**src/rtl/sequenciador_instrucoes_if.sv**
```systemverilog
// Program-load, control and serial-output bundle between the sequencer and its host/downstream.
// Inputs carry the _i suffix and outputs the _o suffix, both seen from the sequencer side.
interface sequenciador_instrucoes_if #(
    parameter int INSTR_BITS = 4,
    parameter int DEPTH      = 16
);
    localparam int AW = $clog2(DEPTH);

    logic                    wr_en_i;
    logic [AW-1:0]           wr_addr_i;
    logic [INSTR_BITS+3:0]   wr_data_i;
    logic [AW:0]             prog_len_i;
    logic                    start_i;
    logic                    fim_i;
    logic                    instrucao_o;
    logic [3:0]              dados_o;
    logic                    busy_o;
    logic                    done_o;
    logic                    erro_o;
    logic [AW-1:0]           pc_o;

    modport master (
        output wr_en_i, wr_addr_i, wr_data_i, prog_len_i, start_i, fim_i,
        input  instrucao_o, dados_o, busy_o, done_o, erro_o, pc_o
    );

    modport slave (
        input  wr_en_i, wr_addr_i, wr_data_i, prog_len_i, start_i, fim_i,
        output instrucao_o, dados_o, busy_o, done_o, erro_o, pc_o
    );
endinterface

```
**src/rtl/sequenciador_instrucoes.sv**
```systemverilog
// Program sequencer: shifts each stored instruction out MSB-first with its data word,
// then waits for a rising edge of fim (or a timeout) before moving to the next entry.
module sequenciador_instrucoes #(
    parameter int INSTR_BITS = 4,
    parameter int DEPTH      = 16,
    parameter int TIMEOUT    = 255
) (
    input  logic                           clk,
    input  logic                           rst,
    sequenciador_instrucoes_if.slave       bus
);
    localparam int AW = $clog2(DEPTH);
    localparam int W  = INSTR_BITS + 4;
    localparam int CW = $clog2(INSTR_BITS + 1);
    localparam int TW = $clog2(TIMEOUT + 1);

    localparam logic [AW:0]   LEN_MAX  = (AW+1)'(DEPTH);
    localparam logic [AW:0]   LEN_ONE  = {{AW{1'b0}}, 1'b1};
    localparam logic [TW-1:0] TMO_LAST = TW'(TIMEOUT - 1);

    typedef enum logic [2:0] {
        S_IDLE,
        S_LOAD,
        S_SHIFT,
        S_WAIT,
        S_DONE
    } state_t;

    state_t                  state_q, state_d;
    logic [W-1:0]            mem [DEPTH];
    logic [INSTR_BITS-1:0]   sh_q, sh_d;
    logic [CW-1:0]           cnt_q, cnt_d;
    logic [TW-1:0]           tmo_q, tmo_d;
    logic [AW:0]             len_q, len_d;
    logic [AW-1:0]           pc_q, pc_d;
    logic                    instr_q, instr_d;
    logic [3:0]              dados_q, dados_d;
    logic                    busy_q, busy_d;
    logic                    done_q, done_d;
    logic                    erro_q, erro_d;
    logic                    fim_q;

    logic                    fim_rise;
    logic                    last_entry;
    logic [AW:0]             len_sat;
    logic [W-1:0]            rd_entry;

    assign fim_rise   = bus.fim_i & ~fim_q;
    assign last_entry = ({1'b0, pc_q} == (len_q - LEN_ONE));
    assign len_sat    = (bus.prog_len_i > LEN_MAX) ? LEN_MAX : bus.prog_len_i;
    assign rd_entry   = mem[pc_q];

    // Program memory is only writable while the sequencer is not running.
    always_ff @(posedge clk) begin
        if (bus.wr_en_i && (state_q == S_IDLE || state_q == S_DONE)) begin
            mem[bus.wr_addr_i] <= bus.wr_data_i;
        end
    end

    always_ff @(posedge clk or posedge rst) begin
        if (rst) begin
            state_q <= S_IDLE;
            sh_q    <= '0;
            cnt_q   <= '0;
            tmo_q   <= '0;
            len_q   <= '0;
            pc_q    <= '0;
            instr_q <= 1'b0;
            dados_q <= '0;
            busy_q  <= 1'b0;
            done_q  <= 1'b0;
            erro_q  <= 1'b0;
            fim_q   <= 1'b0;
        end else begin
            state_q <= state_d;
            sh_q    <= sh_d;
            cnt_q   <= cnt_d;
            tmo_q   <= tmo_d;
            len_q   <= len_d;
            pc_q    <= pc_d;
            instr_q <= instr_d;
            dados_q <= dados_d;
            busy_q  <= busy_d;
            done_q  <= done_d;
            erro_q  <= erro_d;
            fim_q   <= bus.fim_i;
        end
    end

    always_comb begin
        state_d = state_q;
        sh_d    = sh_q;
        cnt_d   = cnt_q;
        tmo_d   = tmo_q;
        len_d   = len_q;
        pc_d    = pc_q;
        instr_d = instr_q;
        dados_d = dados_q;
        busy_d  = busy_q;
        done_d  = done_q;
        erro_d  = erro_q;

        unique case (state_q)
            S_IDLE, S_DONE: begin
                instr_d = 1'b0;
                busy_d  = 1'b0;
                // Restart from DONE behaves exactly like a start from IDLE.
                if (bus.start_i) begin
                    pc_d   = '0;
                    done_d = 1'b0;
                    erro_d = 1'b0;
                    if (len_sat == '0) begin
                        state_d = S_DONE;
                        done_d  = 1'b1;
                    end else begin
                        len_d   = len_sat;
                        busy_d  = 1'b1;
                        state_d = S_LOAD;
                    end
                end
            end

            S_LOAD: begin
                sh_d    = rd_entry[W-1:4];
                dados_d = rd_entry[3:0];
                cnt_d   = CW'(INSTR_BITS);
                tmo_d   = '0;
                instr_d = 1'b0;
                state_d = S_SHIFT;
            end

            S_SHIFT: begin
                instr_d = sh_q[INSTR_BITS-1];
                sh_d    = sh_q << 1;
                cnt_d   = cnt_q - CW'(1);
                if (cnt_q == CW'(1)) begin
                    state_d = S_WAIT;
                end
            end

            S_WAIT: begin
                instr_d = 1'b0;
                // A fim edge on the final timeout cycle still counts as completion.
                if (fim_rise) begin
                    if (last_entry) begin
                        state_d = S_DONE;
                        busy_d  = 1'b0;
                        done_d  = 1'b1;
                    end else begin
                        pc_d    = pc_q + AW'(1);
                        state_d = S_LOAD;
                    end
                end else if (tmo_q == TMO_LAST) begin
                    state_d = S_DONE;
                    busy_d  = 1'b0;
                    done_d  = 1'b1;
                    erro_d  = 1'b1;
                end else begin
                    tmo_d = tmo_q + TW'(1);
                end
            end

            default: begin
                state_d = S_IDLE;
            end
        endcase
    end

    assign bus.instrucao_o = instr_q;
    assign bus.dados_o     = dados_q;
    assign bus.busy_o      = busy_q;
    assign bus.done_o      = done_q;
    assign bus.erro_o      = erro_q;
    assign bus.pc_o        = pc_q;
endmodule

```
**src/flat_wrapper.sv**
```systemverilog
// flat-port wrapper written by rule: the top's interface ports become plain ports
module sequenciador_instrucoes_flat 
#(
    parameter int INSTR_BITS = 4,
    parameter int DEPTH      = 16,
    parameter int TIMEOUT    = 255
)
  (clk, rst, bus_wr_en_i, bus_wr_addr_i, bus_wr_data_i, bus_prog_len_i, bus_start_i, bus_fim_i, bus_instrucao_o, bus_dados_o, bus_busy_o, bus_done_o, bus_erro_o, bus_pc_o);
  sequenciador_instrucoes_if #(.INSTR_BITS(INSTR_BITS), .DEPTH(DEPTH)) bus_i ();
  input  logic clk;
  input  logic rst;
  input wire logic [$bits(bus_i.wr_en_i)-1:0] bus_wr_en_i;
  input wire logic [$bits(bus_i.wr_addr_i)-1:0] bus_wr_addr_i;
  input wire logic [$bits(bus_i.wr_data_i)-1:0] bus_wr_data_i;
  input wire logic [$bits(bus_i.prog_len_i)-1:0] bus_prog_len_i;
  input wire logic [$bits(bus_i.start_i)-1:0] bus_start_i;
  input wire logic [$bits(bus_i.fim_i)-1:0] bus_fim_i;
  output wire logic [$bits(bus_i.instrucao_o)-1:0] bus_instrucao_o;
  output wire logic [$bits(bus_i.dados_o)-1:0] bus_dados_o;
  output wire logic [$bits(bus_i.busy_o)-1:0] bus_busy_o;
  output wire logic [$bits(bus_i.done_o)-1:0] bus_done_o;
  output wire logic [$bits(bus_i.erro_o)-1:0] bus_erro_o;
  output wire logic [$bits(bus_i.pc_o)-1:0] bus_pc_o;
  assign bus_i.wr_en_i = bus_wr_en_i;
  assign bus_i.wr_addr_i = bus_wr_addr_i;
  assign bus_i.wr_data_i = bus_wr_data_i;
  assign bus_i.prog_len_i = bus_prog_len_i;
  assign bus_i.start_i = bus_start_i;
  assign bus_i.fim_i = bus_fim_i;
  assign bus_instrucao_o = bus_i.instrucao_o;
  assign bus_dados_o = bus_i.dados_o;
  assign bus_busy_o = bus_i.busy_o;
  assign bus_done_o = bus_i.done_o;
  assign bus_erro_o = bus_i.erro_o;
  assign bus_pc_o = bus_i.pc_o;
  sequenciador_instrucoes #(.INSTR_BITS(INSTR_BITS), .DEPTH(DEPTH), .TIMEOUT(TIMEOUT)) u_core (.clk(clk), .rst(rst), .bus(bus_i));
endmodule
```
**config.mk**
```make
export PLATFORM = sky130hd
export DESIGN_NAME = sequenciador_instrucoes_flat
export DESIGN_NICKNAME = d
export VERILOG_FILES = /design/src/rtl/sequenciador_instrucoes_if.sv /design/src/rtl/sequenciador_instrucoes.sv /design/src/flat_wrapper.sv
export SDC_FILE = /design/constraint.sdc
export NUM_CORES = 1
export LEC_CHECK = 0
export ABC_AREA = 0
export BUFFER_PORTS_ARGS = -buffer_cell sky130_fd_sc_hd__buf_2
export CAP_MARGIN = 0
export CORE_UTILIZATION = 31
export CTS_BUF_LIST = sky130_fd_sc_hd__clkbuf_8
export CTS_CLUSTER_SIZE = 14
export DETAILED_ROUTE_END_ITERATION = 10
export PLACE_DENSITY_LB_ADDON = 0.2
export SLEW_MARGIN = 30
export SYNTH_ARGS = -nofsm -noshare
export SYNTH_HDL_FRONTEND = slang
export SYNTH_SLANG_ARGS = --single-unit
```
**constraint.sdc**
```tcl
create_clock -name clk -period 4.7 [get_ports clk]
set_input_delay 0.235 -clock clk [delete_from_list [all_inputs] [get_ports clk]]
set_output_delay 0.235 -clock clk [all_outputs]
set_load 0.01 [all_outputs]
```
Word level (Yosys, flattened, before mapping) --
Memory sizes are Yosys's and may differ from the RTL's. Cells that the tools add are included.
Storage, ports and cells: memories kept 1, flip-flop bits (word level) 36, RAM bits 128, bits of input ports 22
Memory list:
- u_core.mem | words 16, bits a word 8, read ports 1, clocked after Yosys merged registers in 0, wr ports 1, RTL line sequenciador_instrucoes.sv:30 | logic [W-1:0] mem [DEPTH];
Cells by class: equal/unequal tests 16, add/sub/neg operators 4, magnitude comparators 1, multiplexer cells 35, bitwise gates (word level) 3, reduce and logical (&&, ||, !) cells 17
Operators by type and width (number):
- 2-to-1 mux 3 bit | 6
- 2-to-1 mux 8 bit | 2
- one-hot mux 4 bit (2 select lines) | 2
- one-hot mux 8 bit (2 select lines) | 1
- 2-to-1 mux 1 bit | 14
- 2-to-1 mux 4 bit | 3
- one-hot mux 3 bit (4 select lines) | 1
- AND reduction 3 bit | 4
- AND reduction 4 bit | 3
- adder 8 x 1 -> 8 bit, second input constant | 1
- equality test 8 bit, second input constant | 1
- != test 2 bit, second input constant | 4
- one-hot mux 1 bit (2 select lines) | 4
- nonzero test 2 bit | 4
- equality test 3 x 1 -> 1 bit, second input constant | 2
- equality test 3 x 2 -> 1 bit, second input constant | 2
- != test 2 x 1 -> 1 bit, second input constant | 3
- one-hot mux 3 bit (2 select lines) | 1
- equality test 4 x 5 -> 1 bit | 1
- > comparator 5 bit, second input constant | 1
- logical NOT 5 bit | 1
- 2-to-1 mux 5 bit | 1
- subtractor 5 x 1 -> 5 bit, second input constant | 1
- adder 4 x 1 -> 4 bit, second input constant | 1
- 11 further kinds | 12

Depth between registers and ports, before layout --
Gate-level depths: netlist of run 1.
word-level depth 6, mapped depth 7

Least setup slack after synthesis of run 1 --
No wires, ideal clock.
path type flip-flop to flip-flop, start point register u_core.state_q[0], end point memory u_core.mem[0][0] (netlist name) (enable), setup time 0.383 ns, data arrival time 1.872 ns, path slack 2.444 ns, data required time 4.317 ns, stages on the path, launching flop included 6, path through dfrtp_1 buf_2 nor2_1 nand2_1 or3_1 nor3_1
Between the ends: longest elaborated chain between the ends 5, elaborated cells between the ends (all ways) 6, those cells by class eq/ne: 1; mux: 2; reduce/logical: 3
Ends and longest elaborated chain:
- start: declaration | RTL line sequenciador_instrucoes.sv:29 | state_t state_q, state_d;
- start signal: assignment | RTL line sequenciador_instrucoes.sv:75 | state_q <= state_d;
- equality test 3 bit or logical NOT 3 bit (tied branches) | RTL line sequenciador_instrucoes.sv:55 | if (bus.wr_en_i && (state_q == S_IDLE || state_q == S_DONE)) begin
- logical OR 1 bit * | RTL line sequenciador_instrucoes.sv:55
- logical AND 1 bit * | RTL line sequenciador_instrucoes.sv:55
- 2-to-1 mux 1 bit * | RTL line sequenciador_instrucoes.sv:55
- 2-to-1 mux 1 bit (implied by the code) * | RTL line sequenciador_instrucoes.sv:56 | mem[bus.wr_addr_i] <= bus.wr_data_i;
- end: declaration | RTL line sequenciador_instrucoes.sv:30
Every way passes the cells marked *; elsewhere a longest branch is shown, timed or not.

Worst setup path after layout of run 1 --
start point register u_core.state_q[1], end point memory u_core.mem[4][6] (netlist name) (enable)
Same word-level chain as after synthesis.

==> results of run 1 <==
-- critical path, cell delays in order, from the launching register on --
cell and delay (ns):
sky130_fd_sc_hd__dfrtp_1 0.58, sky130_fd_sc_hd__nor2_1 0.54, sky130_fd_sc_hd__nand2_1 0.19, sky130_fd_sc_hd__or3_1 0.43, sky130_fd_sc_hd__nor2_1 0.71
-- Yosys cell counts, types with 2 or more instances --
library cell	n
sky130_fd_sc_hd__a221o_1	7
sky130_fd_sc_hd__nor4_1	2
sky130_fd_sc_hd__nor2_1	32
sky130_fd_sc_hd__nand2_1	21
sky130_fd_sc_hd__o21ai_0	5
sky130_fd_sc_hd__clkbuf_1	6
sky130_fd_sc_hd__buf_1	2
sky130_fd_sc_hd__mux2i_1	13
sky130_fd_sc_hd__dfrtp_1	36
sky130_fd_sc_hd__xnor2_1	7
sky130_fd_sc_hd__nor3_1	16
sky130_fd_sc_hd__o31ai_1	8
sky130_fd_sc_hd__mux4_1	20
sky130_fd_sc_hd__edfxtp_1	128
sky130_fd_sc_hd__inv_1	17
sky130_fd_sc_hd__nand4_1	3
sky130_fd_sc_hd__ha_1	6
sky130_fd_sc_hd__nand3_1	8
sky130_fd_sc_hd__a21oi_1	10
sky130_fd_sc_hd__buf_2	7
sky130_fd_sc_hd__o22ai_1	5
sky130_fd_sc_hd__or3_1	3
sky130_fd_sc_hd__mux4_2	13
sky130_fd_sc_hd__nand2b_1	5
sky130_fd_sc_hd__mux2_2	7
sky130_fd_sc_hd__xor2_1	4
-- sequential cells by signal (all words and copies together) (netlist names), 3 cells and up --
name / count
u_core.len_q: 5
u_core.mem: 128
u_core.cnt_q: 3
u_core.tmo_q: 8
u_core.sh_q: 4
u_core.state_q: 3
u_core.bus.dados_o: 4
u_core.bus.pc_o: 4
-- path summary, 6_finish.rpt --
kind / start / cells after the start / slack [ns] / end
worst max register to register: u_core.state_q[1] / 4 / 1.86 / u_core.mem[4][6]
worst min-delay path: bus_prog_len_i[2] / 3 / 0.04 / u_core.len_q[2]
worst min register to register: u_core.bus.done_o / 2 / 0.48 / u_core.bus.done_o
min in group asynchronous: rst / 3 / 0.30 / u_core.bus.pc_o[3]
worst max-delay path: u_core.state_q[1] / 4 / 1.86 / u_core.mem[4][6]
max in group asynchronous: rst / 4 / 3.67 / u_core.tmo_q[2]
-- metal layers --
metal	routed length (um)	part of all wire [%]	vias up	track usage (%)
met4	163	1.1	0	5.300
met5	0	0	-	0
met1	6820	47	1924	17.75
li1	-	-	1720	-
met3	720	4.9	11	3.434
met2	6866	47	74	22.01
-- per-stage QoR --
step	utilization (%)	worst slack (ns)	hold slack, ns	cells
after global placement	33.68	1.888	0.2269	714
after CTS	35.63	1.666	0.005699	747
final	35.69	1.862	0.04055	747
after detailed placement	33.71	1.692	0.2290	714
after floorplan	-	2.444	0.2664	413
after global routing	35.69	1.710	0.006757	747
-- report_power, final --
part	internal [mW]	total [mW]	switching, mW
logic	0.401	0.852	0.451
registers	1.68	1.85	0.165
clock network	0.490	1.05	0.559
-- area by class of cell --
| type | instances | share of cell area [%] |
|---|---|---|
| Clock buffer | 17 | 2.995 |
| Clock inverter | 14 | 2.130 |
| Inverter | 17 | 0.8168 |
| Tap cell | 280 | 4.484 |
| Multi-Input combinational cell | 214 | 25.88 |
| Sequential cell | 164 | 60.75 |
| Timing Repair Buffer | 41 | 2.947 |
-- cell families (layout without fill, tap and decap cells) --
logic type | after synthesis | count (layout)
mux | 53 | 53
compound gates | 46 | 46
flops | 164 | 164
fa+ha+maj | 6 | 6
simple gates | 98 | 98
buf+inv | 35 | 89
xor+xnor | 11 | 11
==> Flow_metrics.wiki, run 1 <==
{| class="wikitable"
! Metric !! Value
|-
| Detailed Route WL || 14,570 um
|-
| Design Area, Final || approximately 7800 sq um
|-
| Post-synthesis simple-gate area fraction || under 10%
|-
| Root cell of the clock tree || sky130_fd_sc_hd__clkbuf_8
|-
| Vias after detailed routing || between 3k and 4k
|-
| Multi-input combinational cell area || 2022 sq um
|-
| Mapped Avg Cell Area || ~17 sq um
|-
| Final setup vio count || 0
|-
| Post-layout total power || 3.748 mW
|-
| Routed wire per std cell || between 15 and 20 um
|-
| Total Neg Setup Slack || 0 ns
|-
| #FFs+latches synth || approximately 160
|-
| Die H || around 150 um
|-
| Number of sinks driven by the clock tree || 164
|-
| Total number of yosys warnings || 0
|-
| Relative max-transition margin || around 36%
|-
| Achievable clock frequency || ~350 MHz
|-
| Diode insertion count for antenna repair || 0
|-
| Total iterations of the first detailed-routing run || 4
|-
| Clock tree from TritonCTS || built
|-
| Fraction of synthesized area in multiplexers || between 10% and 20%
|-
| Post-layout nets || roughly 480
|-
| Max-slew violation total from the final report || 0
|-
| Most used cells in the layout excluding fill and tap cells || 128 x sky130_fd_sc_hd__edfxtp_1, 35 x sky130_fd_sc_hd__dfrtp_1, 33 x sky130_fd_sc_hd__buf_2, 28 x sky130_fd_sc_hd__nor2_1, 21 x sky130_fd_sc_hd__nand2_1
|-
| Detail Placement HPWL || 9379 um
|-
| H-tree lvl count || 4
|-
| Sequential fraction of the synthesis area || about two thirds
|-
| Start-to-end type of the worst setup path || register to register
|-
| Initial antenna violation count || 0
|-
| Layout overhead on the synthesized area || 12.87%
|-
| # IOs || 34
|-
| Maximum clock skew at final layout || 0.01176 ns
|-
| Dominant synthesized flop cell || sky130_fd_sc_hd__edfxtp_1
|-
| Routability congestion estimate || between 0.8 and 0.9
|-
| RSZ-0062 raised after global routing || false
|-
| Total CTS buffers || 17
|-
| Mapped Nets || between 400 and 500
|-
| Hold bufs inserted after CTS || 2
|-
| GRT Resource Usage Total || 13.70%
|-
| Buffer count from post-CTS setup fixing || 0
|-
| Required time at the endpoint of the critical path || 4.78 ns
|-
| Arrival time of the worst setup path || 2.91 ns
|-
| Total leakage power || approximately 2.7 nW
|-
| Number of placement rows || 54
|-
| Synth Area in Compound Gates || between 4 and 5%
|-
| Fraction of post-synthesis cell area in the top cell type by area || 55.53%
|-
| Main combinational cell family by area after synthesis || multiplexers
|-
| IO buf count || 33
|-
| Instance count of the mapped netlist || slightly above 400
|-
| Mapped Area || about 6900 sq um
|-
| Count of fill cells added during filler insertion || between 2k and 2.5k
|-
| Class of the tightest hold or removal check || input pin to register
|-
| Critical Path Fanout Max || 19
|-
| Xor/xnor share of the synthesized area || 1.392%
|-
| Share of the clock period used by the worst path after layout || between 60% and 70%
|-
| DR DRC count || 0
|-
| Number of routed nets with antenna violations || 0
|-
| Pin count of the biggest net entering global routing || 31
|-
| PD cells || between 400 and 500 nW/um^2
|-
| Overflow after GRT || 0
|-
| Post-CTS sizing || 0
|-
| Drt initial violations || roughly 220
|-
| Die ar. || about 23,000 sq um
|-
| Synth async-reset ratio || between 20% and 30%
|-
| Ranking of synthesized cells by area || sky130_fd_sc_hd__edfxtp_1 56%, sky130_fd_sc_hd__dfrtp_1 13%, sky130_fd_sc_hd__mux4_1 7.6%, sky130_fd_sc_hd__mux4_2 4.2%, sky130_fd_sc_hd__mux2i_1 1.9%
|-
| Placed Area || 7380 sq um
|-
| Status || completed
|-
| Area of the placeable core || 21,890 sq um
|-
| Number of buffers between clock root and the deepest sink || 2
|-
| Count of unique library cells instantiated by Yosys || 48
|-
| Worst-Skew Late Latency || around 0.46 ns
|-
| Slew at the pin closest to its max-slew limit || approximately 0.95 ns
|-
| Time the final worst path needs with I/O delays and setup || ~2.8 ns
|-
| Most frequent standard cell in the layout excluding fill and tap cells || sky130_fd_sc_hd__edfxtp_1
|-
| Count of maximum capacitance violations || 0
|-
| Most area-hungry cell type in the Yosys netlist || sky130_fd_sc_hd__edfxtp_1
|-
| Area taken by flip-flops and latches || approximately 4700 sq um
|-
| Share of post-route cells with drive strength above 1 || 21.41%
|-
| Number of failing hold endpoints at the final stage || 0
|-
| First-pass GRT wire length || 22,400 um
|-
| Via-per-instance ratio || 4.992
|-
| Adder-cell share of the synthesized area || 1.085%
|-
| Kind of launch point of the worst setup path || register
|-
| Kind of end point of the critical path || register
|-
| Width of the die || about 150 um
|-
| Effective utilization at floorplan || 31.62%
|-
| Number of global-route vias before repair || just under 4k
|-
| Count of flip-flops with a built-in enable after synthesis || around 130
|-
| Peak supply drop || around 0.00017 V
|-
| Clock-pin slew on the worst setup and hold paths || about 0.090 ns
|}
No activity file was read; power rests on OpenSTA's default activity.
==> run 2: changes to the inputs <==
--- a/config.mk
+++ b/config.mk
@@ -5,7 +5,7 @@
 export SDC_FILE = /design/constraint.sdc
 export NUM_CORES = 1
 export LEC_CHECK = 0
-export ABC_AREA = 0
+export ABC_AREA = 1
 export BUFFER_PORTS_ARGS = -buffer_cell sky130_fd_sc_hd__buf_2
 export CAP_MARGIN = 0
 export CORE_UTILIZATION = 31
==> constraint.sdc (replaced) <==
create_clock -name clk -period 2.6 [get_ports clk]
set_input_delay 0.13 -clock clk [delete_from_list [all_inputs] [get_ports clk]]
set_output_delay 0.13 -clock clk [all_outputs]
set_load 0.01 [all_outputs]
==> run 2 against run 1 <==
  * Sequential share of layout area down 2.6 points
  * Synthesized cell count up 59%
  * Maximum frequency up 26%
  * Setup slack worse by 1.5 ns
  * Hold slack worse by 0.0090 ns
  * Routed wire length up 21%
  * Sequential power up 74%
  * Global-route usage up 2.0 points
  * Non-clock buffer count up 25
==> Flow_metrics.wiki, run 2 <==
{| class="wikitable"
! Metric !! Value
|-
| Number of global-route vias before repair || approximately 4.8k
|-
| GRT Resource Usage Total || roughly 16%
|-
| Total iterations of the first detailed-routing run || 5
|-
| Final Hold Slack || roughly 0.032 ns
|-
| Number of sinks driven by the clock tree || approximately 160
|-
| Top Family by Delay on Critical Path || simple AND/OR/NAND/NOR gates
|-
| Mapped Area || just over 7000 sq um
|-
| Effective utilization at floorplan || 31.58%
|-
| Synth async-reset ratio || ~22%
|-
| PD cells || roughly 930 nW/um^2
|-
| Regs by FF count || u_core.mem: 128 flops, u_core.tmo_q: 8 flops, u_core.len_q: 5 flops
|-
| Dominant synthesized flop cell || sky130_fd_sc_hd__edfxtp_1
|-
| Maximum clock skew at final layout || approximately 0.012 ns
|-
| Achievable clock frequency || approximately 440 MHz
|-
| Max-slew violation total from the final report || 0
|-
| Most area-hungry cell type in the Yosys netlist || sky130_fd_sc_hd__edfxtp_1
|-
| Post-layout util || between 30% and 40%
|-
| RSZ-0062 raised after global routing || false
|-
| Max stage delay on crit path || around 0.43 ns
|-
| Number of placement rows || 55
|-
| Count of fill cells added during filler insertion || 2,240
|-
| DR DRC count || 0
|-
| Largest Register || u_core.mem
|-
| Post-layout nets || between 700 and 800
|-
| Die H || ~150 um
|-
| Area of the placeable core || 22,640 sq um
|-
| Count of maximum capacitance violations || 0
|-
| Vias after detailed routing || 4,856
|-
| Worst-Skew Late Latency || around 0.44 ns
|-
| Kind of end point of the critical path || register
|-
| Clock-pin slew on the worst setup and hold paths || roughly 0.090 ns
|-
| Clock tree from TritonCTS || built
|-
| Total number of yosys warnings || 0
|-
| Post-layout total power || 7.554 mW
|-
| Final setup vio count || 0
|-
| Slowest cell on the critical path || sky130_fd_sc_hd__dfrtp_1
|-
| Class of the tightest hold or removal check || input pin to register
|-
| Number of buffers between clock root and the deepest sink || 2
|-
| Crit path cell chain || nor2_1, inv_1, nor2_1, nand3_1, nor2_1, buf_4
|-
| Slew at the pin closest to its max-slew limit || 0.7598 ns
|-
| Critical Path Fanout Max || 8
|-
| WP depth || 6
|-
| Start-to-end type of the worst setup path || register to register
|-
| Share of the clock period used by the worst path after layout || 86.91%
|-
| Width of the die || 153.9 um
|-
| Die ar. || about 24,000 sq um
|-
| Routability congestion estimate || 0.8436
|-
| Placed Area || slightly below 8000 sq um
|-
| Detail Placement HPWL || 11,900 um
|-
| Mapped Avg Cell Area || approximately 11 sq um
|-
| Sequential fraction of the synthesis area || approximately 66%
|-
| Share of post-route cells with drive strength above 1 || approximately 16%
|-
| Ranking of synthesized cells by area || sky130_fd_sc_hd__edfxtp_1 54%, sky130_fd_sc_hd__dfrtp_1 13%, sky130_fd_sc_hd__nand2_1 6.1%, sky130_fd_sc_hd__nor2_1 5.1%, sky130_fd_sc_hd__nand3_1 3.2%
|-
| Time the final worst path needs with I/O delays and setup || 2.260 ns
|-
| Post-CTS sizing || 0
|-
| # IOs || 34
|-
| Detailed Route WL || 17,590 um
|-
| Root cell of the clock tree || sky130_fd_sc_hd__clkbuf_8
|-
| Initial antenna violation count || 0
|-
| IO buf count || 33
|-
| Layout overhead on the synthesized area || 14.05%
|-
| Worst hold path stage count || 4
|-
| #FFs+latches synth || around 160
|-
| Most used cells in the layout excluding fill and tap cells || 128 x sky130_fd_sc_hd__edfxtp_1, 116 x sky130_fd_sc_hd__nand2_1, 97 x sky130_fd_sc_hd__nor2_1, 46 x sky130_fd_sc_hd__nand3_1, 45 x sky130_fd_sc_hd__o21ai_0
|-
| Count of unique library cells instantiated by Yosys || 35
|-
| Mapped Nets || ~680
|-
| Total Neg Setup Slack || 0 ns
|-
| Max reg flops || between 100 and 150
|-
| Routed wire per std cell || between 15 and 20 um
|-
| Total CTS buffers || 17
|-
| Overflow after GRT || 0
|-
| Count of flip-flops with a built-in enable after synthesis || ~130
|-
| Instance count of the mapped netlist || ~660
|-
| Relative max-transition margin || roughly 49%
|-
| Fraction of post-synthesis cell area in the top cell type by area || between 50% and 60%
|-
| H-tree lvl count || 4
|-
| Required time at the endpoint of the critical path || about 2.8 ns
|-
| Drt initial violations || around 360
|-
| Peak supply drop || a little over 0.0004 V
|-
| Status || completed
|-
| Number of routed nets with antenna violations || 0
|-
| Arrival time of the worst setup path || between 2 and 2.5 ns
|-
| Via-per-instance ratio || 4.808
|-
| Kind of launch point of the worst setup path || register
|-
| Commonest cells in the netlist || 128 x sky130_fd_sc_hd__edfxtp_1, 116 x sky130_fd_sc_hd__nand2_1, 97 x sky130_fd_sc_hd__nor2_1
|-
| First-pass GRT wire length || about 28,000 um
|-
| Number of failing hold endpoints at the final stage || 0
|-
| Design Area, Final || 8155 sq um
|-
| Most frequent standard cell in the layout excluding fill and tap cells || sky130_fd_sc_hd__edfxtp_1
|-
| Top-count cell post-synth || sky130_fd_sc_hd__edfxtp_1
|-
| Pin count of the biggest net entering global routing || 70
|-
| Worst reg2reg path depth || 6
|-
| Cell with the most instances on the worst path || sky130_fd_sc_hd__nor2_1
|-
| Diode insertion count for antenna repair || 0
|-
| Total leakage power || between 3 and 4 nW
|-
| Worst Path Buf+Inv || 2
|}
==> run 2: changes by cell type in the layout (fill, tap and decap cells not counted), moves of 11 or more <==
| cell | change |
|---|---|
| sky130_fd_sc_hd__o21ai_0 | +40 |
| sky130_fd_sc_hd__buf_4 | +18 |
| sky130_fd_sc_hd__nor2_1 | +69 |
| sky130_fd_sc_hd__o211ai_1 | +16 |
| sky130_fd_sc_hd__nand2_1 | +95 |
| sky130_fd_sc_hd__mux4_2 | -13 |
| sky130_fd_sc_hd__mux2i_1 | -13 |
| sky130_fd_sc_hd__nand3_1 | +38 |
| sky130_fd_sc_hd__nor3_1 | -12 |
| sky130_fd_sc_hd__inv_1 | +26 |
| sky130_fd_sc_hd__o21ai_1 | +12 |
| sky130_fd_sc_hd__mux4_1 | -20 |
| sky130_fd_sc_hd__a21oi_1 | +11 |
==> run 2: timing repair <==
| item | 4_1_cts | 5_1_grt |
|---|---|---|
| endpoints found under the hold margin | 24 | 0 |
| setup buffers | 0 | 0 |
| hold buffers | 8 | 0 |
==> run 2: logic make-up (layout without fill, tap and decap cells) <==
| kind of cell | after synthesis | after routing | share of synthesized area, % |
|---|---|---|---|
| and+or+nand+nor | 282 | 282 | 17.10 |
| xor gates and xnor gates | 5 | 5 | 0.6124 |
| DFF | 164 | 164 | 66.35 |
| AOI/OAI and AO/OA | 120 | 120 | 9.921 |
| buffers and inverters | 78 | 148 | 4.969 |
| adders and majority gates | 6 | 6 | 1.050 |
==> run 2: path summary, 6_finish.rpt <==
path	start	to	slack (ns)
max reg2reg	u_core.state_q[0]	u_core.mem[1][0]	0.34
max	u_core.state_q[0]	u_core.mem[1][0]	0.34
max in group asynchronous	rst	u_core.tmo_q[2]	1.49
min reg2reg	u_core.bus.done_o	u_core.bus.done_o	0.47
min in group asynchronous	rst	u_core.cnt_q[2]	0.36
min	bus_prog_len_i[4]	u_core.len_q[2]	0.03
==> run 2: final cells by class <==
| type | instances | area [sq um] | share of cell area (%) |
|---|---|---|---|
| flip-flops and latches | 164 | 4746 | 58.19 |
| inverters | 51 | 191.4 | 2.347 |
| multi-input cells | 413 | 2051 | 25.15 |
| well taps | 285 | 356.6 | 4.373 |
| clock buffers | 17 | 234.0 | 2.869 |
| repair buffers | 66 | 445.4 | 5.462 |
| clock inverters | 14 | 131.4 | 1.611 |
==> run 2: report_power, final <==
part           internal (mW)  switching [mW]
clock                  0.762           0.948
combinational          0.818            1.82
sequential              3.06           0.147
total                   4.64            2.91
==> run 2: metal layers <==
layer	part of all wire (%)	global-route usage, %
met1	47	21.57
met3	4.6	3.551
met5	0	0
met2	46	24.72
met4	1.6	4.619
==> run 2: metrics by stage <==
stage	worst slack, ns	instances
4_1_cts	0.3869	1010
6_report	0.3404	1010
2_1_floorplan	0.7726	655
3_3_place_gp	0.4908	971
3_5_place_dp	0.4056	971
5_1_grt	0.1467	1010
==> run 2: tightest hold or removal path: stages <==
cell	delay (ns)
sky130_fd_sc_hd__buf_2	0.07
sky130_fd_sc_hd__inv_1	0.07
sky130_fd_sc_hd__nand2_1	0.09
sky130_fd_sc_hd__o22ai_1	0.06
